### src/rtl/spi_slave_if.sv
// SPI slave front end for the single-port RAM: deserialises 10-bit command/data
// words from MOSI and serialises the 8-bit read data back onto MISO.
module spi_slave_if #(
  parameter int RX_W = 10,
  parameter int TX_W = 8
) (
  input  logic            clk,
  input  logic            rst_n,
  input  logic            SS_n,
  input  logic            MOSI,
  output logic            MISO,
  output logic [RX_W-1:0] rx_data,
  output logic            rx_valid,
  input  logic [TX_W-1:0] tx_data,
  input  logic            tx_valid
);

  localparam int CW = $clog2(RX_W + 1);
  localparam int TW = $clog2(TX_W + 1);

  typedef enum logic [2:0] {
    IDLE, CHK_CMD, WRITE, READ_ADD, READ_DATA
  } state_t;

  state_t          state, state_nxt;
  logic [CW-1:0]   bit_cnt;
  logic [RX_W-2:0] shift;
  logic            rd_addr_received;
  logic [TX_W-1:0] cap;
  logic            captured;
  logic [TW-1:0]   tx_cnt;
  logic            shifting, word_last, word_done;

  assign shifting  = (state == WRITE) || (state == READ_ADD) || (state == READ_DATA);
  assign word_last = (bit_cnt == CW'(RX_W - 1));
  assign word_done = (bit_cnt == CW'(RX_W));

  always_ff @(posedge clk or negedge rst_n) begin
    if (!rst_n) state <= IDLE;
    else        state <= state_nxt;
  end

  // SS_n high wins over every other transition
  always_comb begin
    state_nxt = state;
    if (SS_n) begin
      state_nxt = IDLE;
    end else begin
      case (state)
        IDLE:    state_nxt = CHK_CMD;
        CHK_CMD: state_nxt = !MOSI ? WRITE : (rd_addr_received ? READ_DATA : READ_ADD);
        default: state_nxt = state;
      endcase
    end
  end

  always_ff @(posedge clk or negedge rst_n) begin
    if (!rst_n) begin
      rx_data          <= '0;
      rx_valid         <= 1'b0;
      MISO             <= 1'b0;
      bit_cnt          <= '0;
      shift            <= '0;
      rd_addr_received <= 1'b0;
      cap              <= '0;
      captured         <= 1'b0;
      tx_cnt           <= '0;
    end else begin
      rx_valid <= 1'b0;
      if (SS_n || !shifting) begin
        // frame ended or not yet in a shift state: drop any partial word
        bit_cnt  <= '0;
        shift    <= '0;
        captured <= 1'b0;
        tx_cnt   <= '0;
        MISO     <= 1'b0;
      end else begin
        if (!word_done) begin
          shift   <= {shift[RX_W-3:0], MOSI};
          bit_cnt <= bit_cnt + 1'b1;
          if (word_last) begin
            rx_data  <= {shift, MOSI};
            rx_valid <= 1'b1;
            if (state == READ_ADD) rd_addr_received <= 1'b1;
          end
        end
        if (state == READ_DATA && word_done) begin
          MISO <= 1'b0;
          if (!captured) begin
            if (tx_valid) begin
              cap      <= tx_data;
              captured <= 1'b1;
            end
          end else if (tx_cnt != TW'(TX_W)) begin
            MISO   <= cap[TX_W-1];
            cap    <= {cap[TX_W-2:0], 1'b0};
            tx_cnt <= tx_cnt + 1'b1;
            // flag drops only once the last bit actually goes out
            if (tx_cnt == TW'(TX_W - 1)) rd_addr_received <= 1'b0;
          end
        end
      end
    end
  end

endmodule

### config.mk
export PLATFORM = sky130hd
export DESIGN_NAME = spi_slave_if
export DESIGN_NICKNAME = d
export VERILOG_FILES = /design/src/rtl/spi_slave_if.sv
export SDC_FILE = /design/constraint.sdc
export NUM_CORES = 1
export LEC_CHECK = 0
export ABC_AREA = 1
export CAP_MARGIN = 25
export CELL_PAD_IN_SITES_DETAIL_PLACEMENT = 1
export CELL_PAD_IN_SITES_GLOBAL_PLACEMENT = 1
export CORE_MARGIN = 5
export CORE_UTILIZATION = 41
export DETAILED_ROUTE_END_ITERATION = 10
export PLACE_DENSITY_LB_ADDON = 0.25
export SLEW_MARGIN = 5
export SYNTH_ARGS = -nofsm -noshare
export SYNTH_HDL_FRONTEND = slang
export SYNTH_SLANG_ARGS = --single-unit
### constraint.sdc
create_clock -name clk -period 1.9 [get_ports clk]
set_clock_uncertainty 0.1 [all_clocks]
set_input_delay 0.19 -clock clk [delete_from_list [all_inputs] [get_ports clk]]
set_output_delay 0.19 -clock clk [all_outputs]
set_load 0.005 [all_outputs]
# [After elaboration in Yosys (flattened, before gate mapping)]
# Cells that the tools add are included.
[totals] regBits=42 in_bits=13 out_inout_bits=12 elab_cells=71
[classes] n_addsub=2 n_eq_ne=10 mux=33 bitwise_logic=2 n_reduce_logical=14
[ops] operator="4-bit two-way mux" count=6
[ops] operator="8-bit two-way mux" count=3
[ops] operator="1-bit two-way mux" count=18
[ops] operator="9-bit two-way mux" count=2
[ops] operator="3-bit two-way mux" count=3
[ops] operator="4-bit by 1-bit adder with 4-bit output (second input constant)" count=2
[ops] operator="4-bit == test (second input constant)" count=2
[ops] operator="2-bit nonzero test" count=4
[ops] operator="3-bit by 2-bit == test with 1-bit output (second input constant)" count=2
[ops] operator="3-bit one-hot mux with 2 select lines" count=1
[ops] operator="3-bit AND reduction" count=2
[ops] operator="4-bit by 3-bit == test with 1-bit output (second input constant)" count=1
[ops] operator="2-bit by 1-bit inequality test with 1-bit output (second input constant)" count=2
[ops] operator="4-bit inequality test (second input constant)" count=1
[ops] operator="4-bit AND reduction" count=1
[ops] operator="3-bit by 1-bit == test with 1-bit output (second input constant)" count=1
[ops] operator="3-bit == test (second input constant)" count=1
[ops] operator="3-bit zero test" count=1
[ops] operator="1-bit logical OR" count=3
[ops] operator="3-bit nonzero test" count=1
[ops] operator="1-bit inverter" count=2
[ops] operator="1-bit logical AND" count=1
[ops] operator="1-bit zero test" count=1

# [Longest topological paths before layout]
[depth] word_depth=8 depth_mapped=10 mapped_depth_nobuf=9

# [Least setup slack after synthesis]
# Ideal clock, no wire load.
[synth_path] path_type="register to register" from="reg bit_cnt[0]" to="reg cap[0]" setup_ns=0.118 arrival_time_ns=1.303 t_required_ns=1.682 slack_ns=0.380 stages_incl_launch_ff=9 n_path_buf=1 period_less_slack_ns=1.520 cell_sequence="dfrtp_1 > inv_1 > ha_1 > nand3_2 > nor2_1 > buf_4 > nand3_4 > nand2_1 > nand2_1"
[synth_between] elab_chain_cells=3
[synth_lines] item="start: declaration" line_no="26" text="logic [CW-1:0] bit_cnt;"
[synth_lines] item="start signal: assignment" line_no="80" text="bit_cnt <= bit_cnt + 1'b1;"
[synth_lines] item="4-bit == test" line_no="36" text="assign word_done = (bit_cnt == CW'(RX_W));"
[synth_lines] item="1-bit logical AND" line_no="87" text="if (state == READ_DATA && word_done) begin"
[synth_lines] item="4-bit AND reduction (no line)"
[synth_lines] item="end signal: assignment" line_no="91" text="cap <= tx_data;"
[synth_lines] item="end signal: assignment" line_no="96" text="cap <= {cap[TX_W-2:0], 1'b0};"
[synth_lines] item="end: declaration" line_no="29" text="logic [TX_W-1:0] cap;"
# Every way passes these cells.
# A chain may end at the register's enable or synchronous reset.

# [Worst setup path in the final report]
[layout_path] from="reg bit_cnt[1]" to="reg shift[8]"
[layout_between] elab_chain_cells=2
[layout_lines] item="4-bit == test" line_no="36"
[layout_lines] item="2-bit by 1-bit inequality test with 1-bit output (no line)"
[layout_lines] item="end signal: assignment" line_no="79" text="shift <= {shift[RX_W-3:0], MOSI};"
[layout_lines] item="end: declaration" line_no="27" text="logic [RX_W-2:0] shift;"
# Every way passes these cells.

==> impl_results.md <==
* Outcome: complete, no violations
* Min-Delay Path Depth at 2
* Slack of the worst reg-to-reg path at 200 ps
* IO Port Bufs at 24
* Synth area leaders: dfrtp_1 (52%), nand2_1 (14%), inv_1 (4.3%), o21ai_2 (3.9%), o21ai_0 (3.5%)
* Initial antenna violation count at 0
* # diodes at 0
* Slowest-stage cell, CP: nor2_2
* Final Total Pwr at 1.795 mW
* Library cell used as clock root buffer: clkbuf_8
* DRC violation count after routing at 0
* Startpoint of the most critical register-to-register path: bit_cnt[1]
* Cell type contributing the most total cell area after synthesis: dfrtp_1
* Later-pin clock latency in the skew report at 300 ps
* Clock tree from TritonCTS: yes
* NumNets Final at 279
* Critical path depth at 5
* Origin of the worst setup path: bit_cnt[1]
* Routed vias at 1602
* Critical path buffer and inverter count at 0
* Gr usage total at 0.1631
* Syn Inst Count at 230
* CTS Buffer Depth at 2
* Transition time at the pin with the least slew margin at 539.0 ps
* H-tree depth at 2
* Critical Setup Path Class: flop to flop
* Endpoint of the most critical setup path: shift[8]
* Total negative setup slack at 0 ps
* Post-route setup slack at 197.7 ps
* I/O pins at 25
* Floorplan die height at 80.34 um
* Std cell rows at 25
* Element type at the critical path start: flop
* Data required time at the worst endpoint at 2020 ps
* Critical-path cell list: ha_1 > nand3_2 > nor2_2 > nand2_1 > o21ai_0
* CP top delay family: simple AND/OR/NAND/NOR gates
* Area of the die at 6454 sq um
* Remaining antenna violation count at 0
* Wire length per cell at 13.65 um
* Max Cap Violations at 0
* Final RePlAce weighted congestion at 0.7551
* Pin count of the biggest net entering global routing at 43
* Async SR Flop Fraction at 1.000
* Type of element capturing the critical path: flop
* Share of final-layout standard cells stronger than drive strength 1 at 0.1527
* Global-route wire length before repair at 8059 um
* Unrepaired setup endpoints after global routing: no
* Final critical-path required period at 1702 ps
* Worst Reg2Reg Path Length in Cells at 5
* Headroom to the max-slew limit at 0.6407
* Endpoints failing setup at 0
* Type of the worst min-delay path: flop to flop
* Power per Cell Area at 726.3 nW/um^2
* Number of buffers inserted during clock tree synthesis at 5
* Highest cell delay on the worst timing path at 460 ps
* Yosys synthesis warning count at 0
* Final Instance Area at 2471 sq um
* Horizontal die dimension at 80.34 um
* Total leakage power at 1.162 nW
* Mapped Nets at 248
* Iter 0 DRT Violations at 61
* Worst VDD drop at 352.0 uV
* Cell area after placement at 2340 sq um
* Synthesized area divided by synthesized cell count at 8.818 sq um
* Number of max-slew violations in the final report at 0
* Distinct cell type count of the synthesized netlist at 29
* Total number of clock tree sinks at 42
* Total Wirelength at 4491 um
* Biggest fanout along the worst timing path at 11
* Final std cells w/o fill at 329
* Upper clock frequency limit at 587.4 MHz
* Initial core utilization at 0.4266
* Worst slack at placement at -34.83 ps
* Capture instance of the worst register-to-register path: shift[8]
* Post-synthesis instance area at 2028 sq um
* Floorplan core area at 4755 sq um
* Worst-path clk slew at 90 ps
* Final hold vios at 0
* Pre-antenna DRT Iters at 4
* Detailed placement HPWL at 3220 um
* Per-cell via count in the routed design at 4.869
* Endpoint arrival time on the critical path at 1820 ps
* Area overhead of the layout relative to synthesis at 21.84%
* Vias in the first global route at 1760
* Final critical-path share of the clock period at 0.8959
* Primary flip-flop cell chosen by synthesis mapping: dfrtp_1
* Number of flops mapped to enable cells by yosys at 0
* Number of synthesized register bits at 42
* Global route total overflow at 0
* Share of Yosys cell area claimed by the top area cell type at 0.5182
* Instance count after placement with tap cells included at 320
* Share of the yosys chip area belonging to registers at 0.5182
area by class of cell:
cell class | count | area, sq um
clock inverters | 3 | 45.04
flip-flops and latches | 42 | 1051
multi-input cells | 153 | 808.3
clock buffers | 5 | 68.82
inverters | 27 | 103.9
repair buffers | 32 | 310.3
fillers | 576 | 2283
well taps | 67 | 83.83
what timing repair did:
action | in CTS | in global routing
hold buffers | 1 | 0
gates resized for setup | 0 | 3
setup buffers | 0 | 0
hold endpoints to repair | 42 | 0
setup endpoints to repair | 0 | 14
routing by layer:
metal / GRT usage / wire length (um) / part of all wire / vias to the layer above
met5: 0 / 0 / 0 / -
met4: 0.06081 / 74 / 0.016 / 0
met3: 0.04260 / 161 / 0.036 / 5
met2: 0.2823 / 2301 / 0.51 / 20
met1: 0.1927 / 1953 / 0.43 / 789
li1: - / - / - / 788
stage by stage:
step	hold slack [ps]	util
after global routing	416.6	0.5197
final	384.3	0.5197
after CTS	386.5	0.5182
after floorplan	-205.6	-
after global placement	200.8	0.4921
after detailed placement	198.6	0.4921
cells by family after synthesis:
family | count (synthesis) | synth area share
adder cells (fa/ha/maj) | 5 | 0.03085
XOR/XNOR | 3 | 0.01296
buffers and inverters | 35 | 0.08698
AO/OA/AOI/OAI | 28 | 0.08699
AND/OR/NAND/NOR | 117 | 0.2640
flip-flops | 42 | 0.5182
worst min-delay path: stages, from the launching register on:
cell,delay (ps)
dfrtp_1,360
nand2_1,50
nand2_1,50
where the power goes:
part / total, mW / internal (mW) / switching (mW)
Clock: 0.723 / 0.391 / 0.332
Combinational: 0.155 / 0.0551 / 0.0999
Sequential: 0.916 / 0.906 / 0.0107
Total: 1.79 / 1.35 / 0.443
worst min path at each step:
stage | start | endpoint | slack, ps
6_report | cap[5] | cap[5] | 380
5_1_grt | rx_data[8] | rx_data[8] | 420
4_1_cts | cap[1] | cap[1] | 390
3_5_place_dp | rst_n | state[2] | 200
3_3_place_gp | rst_n | rx_data[2] | 200
2_1_floorplan | rst_n | MISO | -210
placed cells by master, fill, tap and decap left out, drive strengths merged, types with 2 or more instances in the layout:
master,count
nand2,80
nor3,2
o21ai,23
xor2,2
clkdlybuf4s50,23
dfrtp,42
a21oi,4
inv,26
buf,8
nand3,14
ha,5
nand4,10
clkinvlp,2
nor2,9
clkbuf,5
cell usage after synthesis, types with 2 or more instances:
cell type   n
a21oi_1     4
buf_2       2
buf_4       2
buf_6       2
dfrtp_1    42
ha_1        5
inv_1      23
inv_2       2
nand2_1    76
nand2_2     2
nand2_4     2
nand3_1    11
nand3_2     2
nand4_1    10
nor2_1      8
nor3_1      2
o21ai_0    14
o21ai_2     9
xor2_1      2
state kept, by name (all words and copies together), names as in the netlist, 3 cells and up:
register / cells
tx_cnt: 4
rx_data: 10
bit_cnt: 4
shift: 9
cap: 8
state: 3
Power figures use the tool's default switching activity.
